==> src/rtl/fir_filter_param_if.sv <==
// Stream and coefficient-load signals of fir_filter_param, bundled for the
// filter (slave) and the block that feeds it and consumes its results (master).
interface fir_filter_param_if #(
  parameter int DATA_W = 4,
  parameter int COEF_W = 4,
  parameter int OUT_W  = 8
);
  // Handshake: in_valid marks in_data as a new sample for exactly one cycle.
  // There is no ready in either direction: the filter takes a sample on every
  // cycle in_valid is high, and the consumer must accept y on every cycle
  // out_valid is high.
  logic              in_valid;
  logic [DATA_W-1:0] in_data;
  logic              coef_wr;
  logic [3:0]        coef_addr;
  logic [COEF_W-1:0] coef_data;
  logic              out_valid;
  logic [OUT_W-1:0]  y;
  logic              sat_flag;

  modport master (
    output in_valid, in_data, coef_wr, coef_addr, coef_data,
    input  out_valid, y, sat_flag
  );

  modport slave (
    input  in_valid, in_data, coef_wr, coef_addr, coef_data,
    output out_valid, y, sat_flag
  );
endinterface

==> src/rtl/fir_filter_param.sv <==
// Streaming direct-form FIR filter: TAPS-deep delay line, writable coefficients,
// registered products then registered sum. Define FIR_SAT_EN to saturate y.
module fir_filter_param #(
  parameter int DATA_W = 4,
  parameter int COEF_W = 4,
  parameter int TAPS   = 3,
  parameter int OUT_W  = 8
) (
  input logic               clk,
  input logic               reset,
  fir_filter_param_if.slave bus
);

  localparam int P_W = DATA_W + COEF_W;
  localparam int S_W = P_W + $clog2(TAPS);
`ifdef FIR_SAT_EN
  localparam int ACC_W = S_W;
`else
  // Wrapping output only needs the low OUT_W bits, and sums are exact modulo 2^OUT_W.
  localparam int ACC_W = OUT_W;
`endif

  logic [DATA_W-1:0] x_q    [1:TAPS-1];
  logic [COEF_W-1:0] h_q    [TAPS];
  logic [P_W-1:0]    prod_q [TAPS];
  logic              v1_q;
  logic              out_valid_q;
  logic [OUT_W-1:0]  y_q;
  logic              sat_q;

  logic [ACC_W-1:0]  sum;
  logic [OUT_W-1:0]  y_next;
  logic              sat_next;

  always_comb begin
    sum = '0;
    for (int i = 0; i < TAPS; i++) begin
      sum = sum + ACC_W'(prod_q[i]);
    end
  end

`ifdef FIR_SAT_EN
  generate
    if (ACC_W > OUT_W) begin : g_ovf
      always_comb begin
        y_next   = sum[OUT_W-1:0];
        sat_next = 1'b0;
        if (|sum[ACC_W-1:OUT_W]) begin
          y_next   = '1;
          sat_next = 1'b1;
        end
      end
    end else begin : g_fit
      always_comb begin
        y_next   = sum;
        sat_next = 1'b0;
      end
    end
  endgenerate
`else
  assign y_next   = sum;
  assign sat_next = 1'b0;
`endif

  always_ff @(posedge clk or negedge reset) begin
    if (!reset) begin
      for (int i = 1; i < TAPS; i++) x_q[i] <= '0;
      for (int i = 0; i < TAPS; i++) begin
        h_q[i]    <= '0;
        prod_q[i] <= '0;
      end
      v1_q        <= 1'b0;
      out_valid_q <= 1'b0;
      y_q         <= '0;
      sat_q       <= 1'b0;
    end else begin
      v1_q <= bus.in_valid;
      // Products read h_q before any same-edge coefficient write lands.
      if (bus.in_valid) begin
        prod_q[0] <= P_W'(bus.in_data) * P_W'(h_q[0]);
        for (int i = 1; i < TAPS; i++) begin
          prod_q[i] <= P_W'(x_q[i]) * P_W'(h_q[i]);
        end
        x_q[1] <= bus.in_data;
        for (int i = 2; i < TAPS; i++) begin
          x_q[i] <= x_q[i-1];
        end
      end
      for (int i = 0; i < TAPS; i++) begin
        if (bus.coef_wr && bus.coef_addr == 4'(i)) h_q[i] <= bus.coef_data;
      end
      out_valid_q <= v1_q;
      if (v1_q) begin
        y_q   <= y_next;
        sat_q <= sat_next;
      end
    end
  end

  assign bus.out_valid = out_valid_q;
  assign bus.y         = y_q;
  assign bus.sat_flag  = sat_q;

endmodule

==> src/flat_wrapper.sv <==
// flat-port wrapper written by rule: the top's interface ports become plain ports
module fir_filter_param_flat 
#(
  parameter int DATA_W = 4,
  parameter int COEF_W = 4,
  parameter int TAPS   = 3,
  parameter int OUT_W  = 8
)
  (clk, reset, bus_in_valid, bus_in_data, bus_coef_wr, bus_coef_addr, bus_coef_data, bus_out_valid, bus_y, bus_sat_flag);
  fir_filter_param_if #(.DATA_W(DATA_W), .COEF_W(COEF_W), .OUT_W(OUT_W)) bus_i ();
  input logic clk;
  input logic reset;
  input wire logic [$bits(bus_i.in_valid)-1:0] bus_in_valid;
  input wire logic [$bits(bus_i.in_data)-1:0] bus_in_data;
  input wire logic [$bits(bus_i.coef_wr)-1:0] bus_coef_wr;
  input wire logic [$bits(bus_i.coef_addr)-1:0] bus_coef_addr;
  input wire logic [$bits(bus_i.coef_data)-1:0] bus_coef_data;
  output wire logic [$bits(bus_i.out_valid)-1:0] bus_out_valid;
  output wire logic [$bits(bus_i.y)-1:0] bus_y;
  output wire logic [$bits(bus_i.sat_flag)-1:0] bus_sat_flag;
  assign bus_i.in_valid = bus_in_valid;
  assign bus_i.in_data = bus_in_data;
  assign bus_i.coef_wr = bus_coef_wr;
  assign bus_i.coef_addr = bus_coef_addr;
  assign bus_i.coef_data = bus_coef_data;
  assign bus_out_valid = bus_i.out_valid;
  assign bus_y = bus_i.y;
  assign bus_sat_flag = bus_i.sat_flag;
  fir_filter_param #(.DATA_W(DATA_W), .COEF_W(COEF_W), .TAPS(TAPS), .OUT_W(OUT_W)) u_core (.clk(clk), .reset(reset), .bus(bus_i));
endmodule
==> config.mk <==
export PLATFORM = sky130hd
export DESIGN_NAME = fir_filter_param_flat
export DESIGN_NICKNAME = d
export VERILOG_FILES = /design/src/rtl/fir_filter_param_if.sv /design/src/rtl/fir_filter_param.sv /design/src/flat_wrapper.sv
export SDC_FILE = /design/constraint.sdc
export NUM_CORES = 1
export LEC_CHECK = 0
export CAP_MARGIN = 20
export CORE_ASPECT_RATIO = 1.5
export CORE_MARGIN = 2
export CORE_UTILIZATION = 45
export DETAILED_ROUTE_END_ITERATION = 7
export PLACE_DENSITY = 0.77
export SLEW_MARGIN = 25
export SYNTH_ARGS = -nofsm -noshare
export SYNTH_HDL_FRONTEND = slang
export SYNTH_SLANG_ARGS = --single-unit
==> constraint.sdc <==
create_clock -name clk -period 2.7 [get_ports clk]
set_input_delay 0.27 -clock clk [delete_from_list [all_inputs] [get_ports clk]]
set_output_delay 0.27 -clock clk [all_outputs]
set_load 0.01 [all_outputs]
==> metrics.md <==
| Metric | Value |
|---|---|
| Result of the run | finished clean |
| Post-Layout Cell Count | 473 |
| Area grow syn2layout | 21.7% |
| Number of global-route vias before repair | 2531 |
| Final estimated routing congestion in global placement | 0.807 |
| Leakage | 0.00217 uW |
| Relative slew slack | 53.7% |
| CP cell instances | nand2_2, fa_1, inv_2, fa_2, fa_2, a21o_1, a21oi_2, xnor2_1, mux2_4 |
| Number of H-tree levels | 2 |
| Latest clock arrival within the worst-skew pair | 0.29 ns |
| Number of endpoints with negative hold slack in the final report | 0 |
| Proportion of synthesized chip area in sequential cells | 36.8% |
| First-pass GRT wire length | 11500 um |
| Post-synth EDFFs | 0 |
| Register clock-pin slew on the reported worst setup and hold paths | 0.07 ns |
| Iteration-0 DRC count of the detailed router | 119 |
| Antenna violation net count after detailed routing | 0 |
| Setup total negative slack | 0 ns |
| Flip-flop and latch count after synthesis | 54 |
| Largest area contributor in the netlist | sky130_fd_sc_hd__dfrtp_1 |
| Detailed-route DRC error count | 0 |
| Top library cells by usage in the layout, fill and taps aside | 54 x sky130_fd_sc_hd__dfrtp_1, 39 x sky130_fd_sc_hd__mux2_2, 38 x sky130_fd_sc_hd__ha_1 |
| Category of the most critical setup path | reg2reg |
| Worst Path Required | 2.87 ns |
| Fin crit period | 2.69 ns |
| Combinational group share of total power | 56.0% |
| Maximum Capacitance Violations | 0 |
| Port bufs | 24 |
| Post-Place Worst Slack | -0.512 ns |
| Row cnt | 40 |
| Total CTS buffers | 5 |
| Cell-internal power | 2710 uW |
| Final worst-path setup slack | 0.00809 ns |
| Wire length reported by the detailed router | 6720 um |
| Post-layout net count | 445 |
| GRT Residual Overflow | 0 |
| Area of the core region | 0.00796 mm2 |
| Critical path launch point type | flip-flop |
| Switch share | 37.2% |
| Maximum frequency from static timing analysis | 371 MHz |
| Relative contribution of the clock network to total power | 14.4% |
| Worst setup skew after layout | 0.00642 ns |
| Top flip-flop cell by instance count after synthesis | sky130_fd_sc_hd__dfrtp_1 |
| Power per standard cell area | 964 mW/mm2 |
| Sw Pwr | 1600 uW |
| RSZ-0062 raised after global routing | yes |
| Number of warnings issued by yosys | 0 |
| Fraction of registers with async set or reset after synthesis | 100% |
| Mean post-synth cell area | 11.8 um2 |
| Die H | 115 um |
| Portion of synthesized cell area occupied by the leading cell type | 36.8% |
| Number of buffers inserted for hold repair after clock tree synthesis | 0 |
| Post-synthesis cell area | 0.00367 mm2 |
| Clock tree from TritonCTS | yes |
| Commonest non-fill, non-tap cell in the layout | sky130_fd_sc_hd__dfrtp_1 |
| Post-detailed-placement half-perimeter wirelength | 5450 um |
| Worst stage delay on the critical path | 0.54 ns |
| Post-Synthesis Net Count | 390 |
| Peak ir drop on the vdd network | 692 uV |
| I/O pin count | 26 |
| Clock root buffer | sky130_fd_sc_hd__clkbuf_16 |
| Transition time at the pin with the least slew margin | 0.695 ns |
| Worst min path class | in2async |
| Crit. End Element | flip-flop |
| Worst-path maximum fanout | 2 |
| Total number of vias | 2391 |
| Placed insts | 464 |
| Number of antenna violations at the first check in global routing | 0 |
| Share of final-layout standard cells stronger than drive strength 1 | 28.0% |
| Largest net degree at the start of global routing | 39 |
| Count of endpoints failing setup in the final report | 0 |
| Unique cell type count in the Yosys netlist | 29 |
| First drt pass iteration count | 4 |
| Starting Density | 46.1% |
| Die X | 77.7 um |
| Dominant cell type by count on the critical path | sky130_fd_sc_hd__fa_2 |
| Clock Path Buffers | 2 |
| Vias per Instance | 5.05 |
| Final clock period utilization by the worst path | 99.7% |
| Final Max Tran Viols | 0 |
| Synthesized instance count | 312 |
| Antenna Cells | 0 |
| Data arrival time of the worst path | 2.87 ns |
| CP max stage cell | sky130_fd_sc_hd__fa_1 |
| Die area | 0.00891 mm2 |
| Clock net sink count | 54 |
| Average wire length per cell after detail routing | 14.2 um |
| Main area contributors after synthesis | sky130_fd_sc_hd__dfrtp_1 37%, sky130_fd_sc_hd__ha_1 14%, sky130_fd_sc_hd__mux2_2 13% |
| Sequential power share | 29.5% |
| Combined global-route utilization of all metal layers | 16.4% |
==> final timing paths <==
path / slack (ns) / from / depth (start not counted) / end
setup / recovery: 0.008 / u_core.h_q[11] / 9 / u_core.prod_q[22]
hold / removal: 0.02 / reset / 1 / u_core.prod_q[6]
setup reg to reg: 0.008 / u_core.h_q[11] / 9 / u_core.prod_q[22]
hold reg to reg: 0.51 / u_core.bus.y[2] / 1 / u_core.bus.y[2]
max in group asynchronous: 2.04 / reset / 2 / u_core.h_q[9]
min in group clk: 0.38 / bus_in_data[1] / 3 / u_core.x_q[5]
==> cell families after synthesis <==
family / after synthesis / share of synthesized area, %
and+or+nand+nor: 68 / 10.3
DFF: 54 / 36.8
AOI/OAI and AO/OA: 36 / 6.31
buffers and inverters: 28 / 3.20
xor gates and xnor gates: 19 / 4.53
adders and majority gates: 62 / 25.2
muxes: 44 / 13.5
other: 1 / 0.102
==> through the flow <==
stage	hold slack (ns)	instance area, um2	total power (uW)	utilization [%]
final	0.0178	4470	4310	56.1
after global routing	0.0718	4470	4690	56.1
after CTS	0.0473	4390	4260	55.2
after detailed placement	0.359	4230	3610	53.1
after global placement	0.353	4230	3470	53.1
after floorplan	-0.0256	3680	2910	-
==> registers in the layout, summed over array words and instances (netlist names) <==
signal,flops
u_core.bus.out_valid,1
u_core.v1_q,1
u_core.h_q,12
u_core.bus.y,8
u_core.prod_q,24
u_core.x_q,8
==> synth_stat cells (2+ instances only) <==
library cell and number:
sky130_fd_sc_hd__mux2i_1 2, sky130_fd_sc_hd__buf_4 2, sky130_fd_sc_hd__dfrtp_1 54, sky130_fd_sc_hd__nand3_1 11, sky130_fd_sc_hd__nor2_1 5, sky130_fd_sc_hd__ha_1 42, sky130_fd_sc_hd__inv_1 22, sky130_fd_sc_hd__nand2_1 14
sky130_fd_sc_hd__a21o_1 3, sky130_fd_sc_hd__a21oi_1 13, sky130_fd_sc_hd__a21oi_2 3, sky130_fd_sc_hd__buf_2 4, sky130_fd_sc_hd__and2_1 33, sky130_fd_sc_hd__o21ai_0 4, sky130_fd_sc_hd__o21bai_1 4, sky130_fd_sc_hd__o21a_1 2
sky130_fd_sc_hd__nand4b_1 2, sky130_fd_sc_hd__o211ai_1 5, sky130_fd_sc_hd__fa_1 20, sky130_fd_sc_hd__mux2_2 41, sky130_fd_sc_hd__xor2_1 9, sky130_fd_sc_hd__xnor2_1 10
==> layout make-up <==
class,instances,area [um2]
timing repair buffer,54,464
multi-input combinational,230,2290
clock buffer,5,125
fill,660,3490
clock inverter,3,21.3
inverter,22,82.6
sequential,54,1350
tap,105,131
==> power by group through the flow <==
stage	Sequential, uW	Combinational [uW]	Clock (uW)
after floorplan	1270	1640	0
after global placement	1280	2190	0
after detailed placement	1290	2320	0
after CTS	1270	2350	634
after global routing	1310	2710	670
final	1270	2410	622
==> metal layers <==
layer  wire, um  vias up  global-route usage [%]
met1       2600     1165                    17.7
met4        150        0                    5.60
met5          0        -                       0
li1           -     1180                       -
met3        176       10                    2.60
met2       3800       36                    31.8
==> worst max-delay path, delay by kind of cell, from the launching register on <==
family	cells	cell delay, ns
AO/OA/AOI/OAI	2	0.35
XOR/XNOR	1	0.09
adder cells (fa/ha/maj)	3	1.42
buffers and inverters	1	0.04
flip-flops	1	0.36
multiplexers	1	0.26
AND/OR/NAND/NOR	1	0.06
==> what timing repair did <==
action | 4_1_cts | 5_1_grt
resized for setup | 5 | 17
setup buffers | 1 | 0
endpoints found under the setup margin | 8 | 9
pin swaps | 7 | 25
Power figures use the tool's default switching activity.
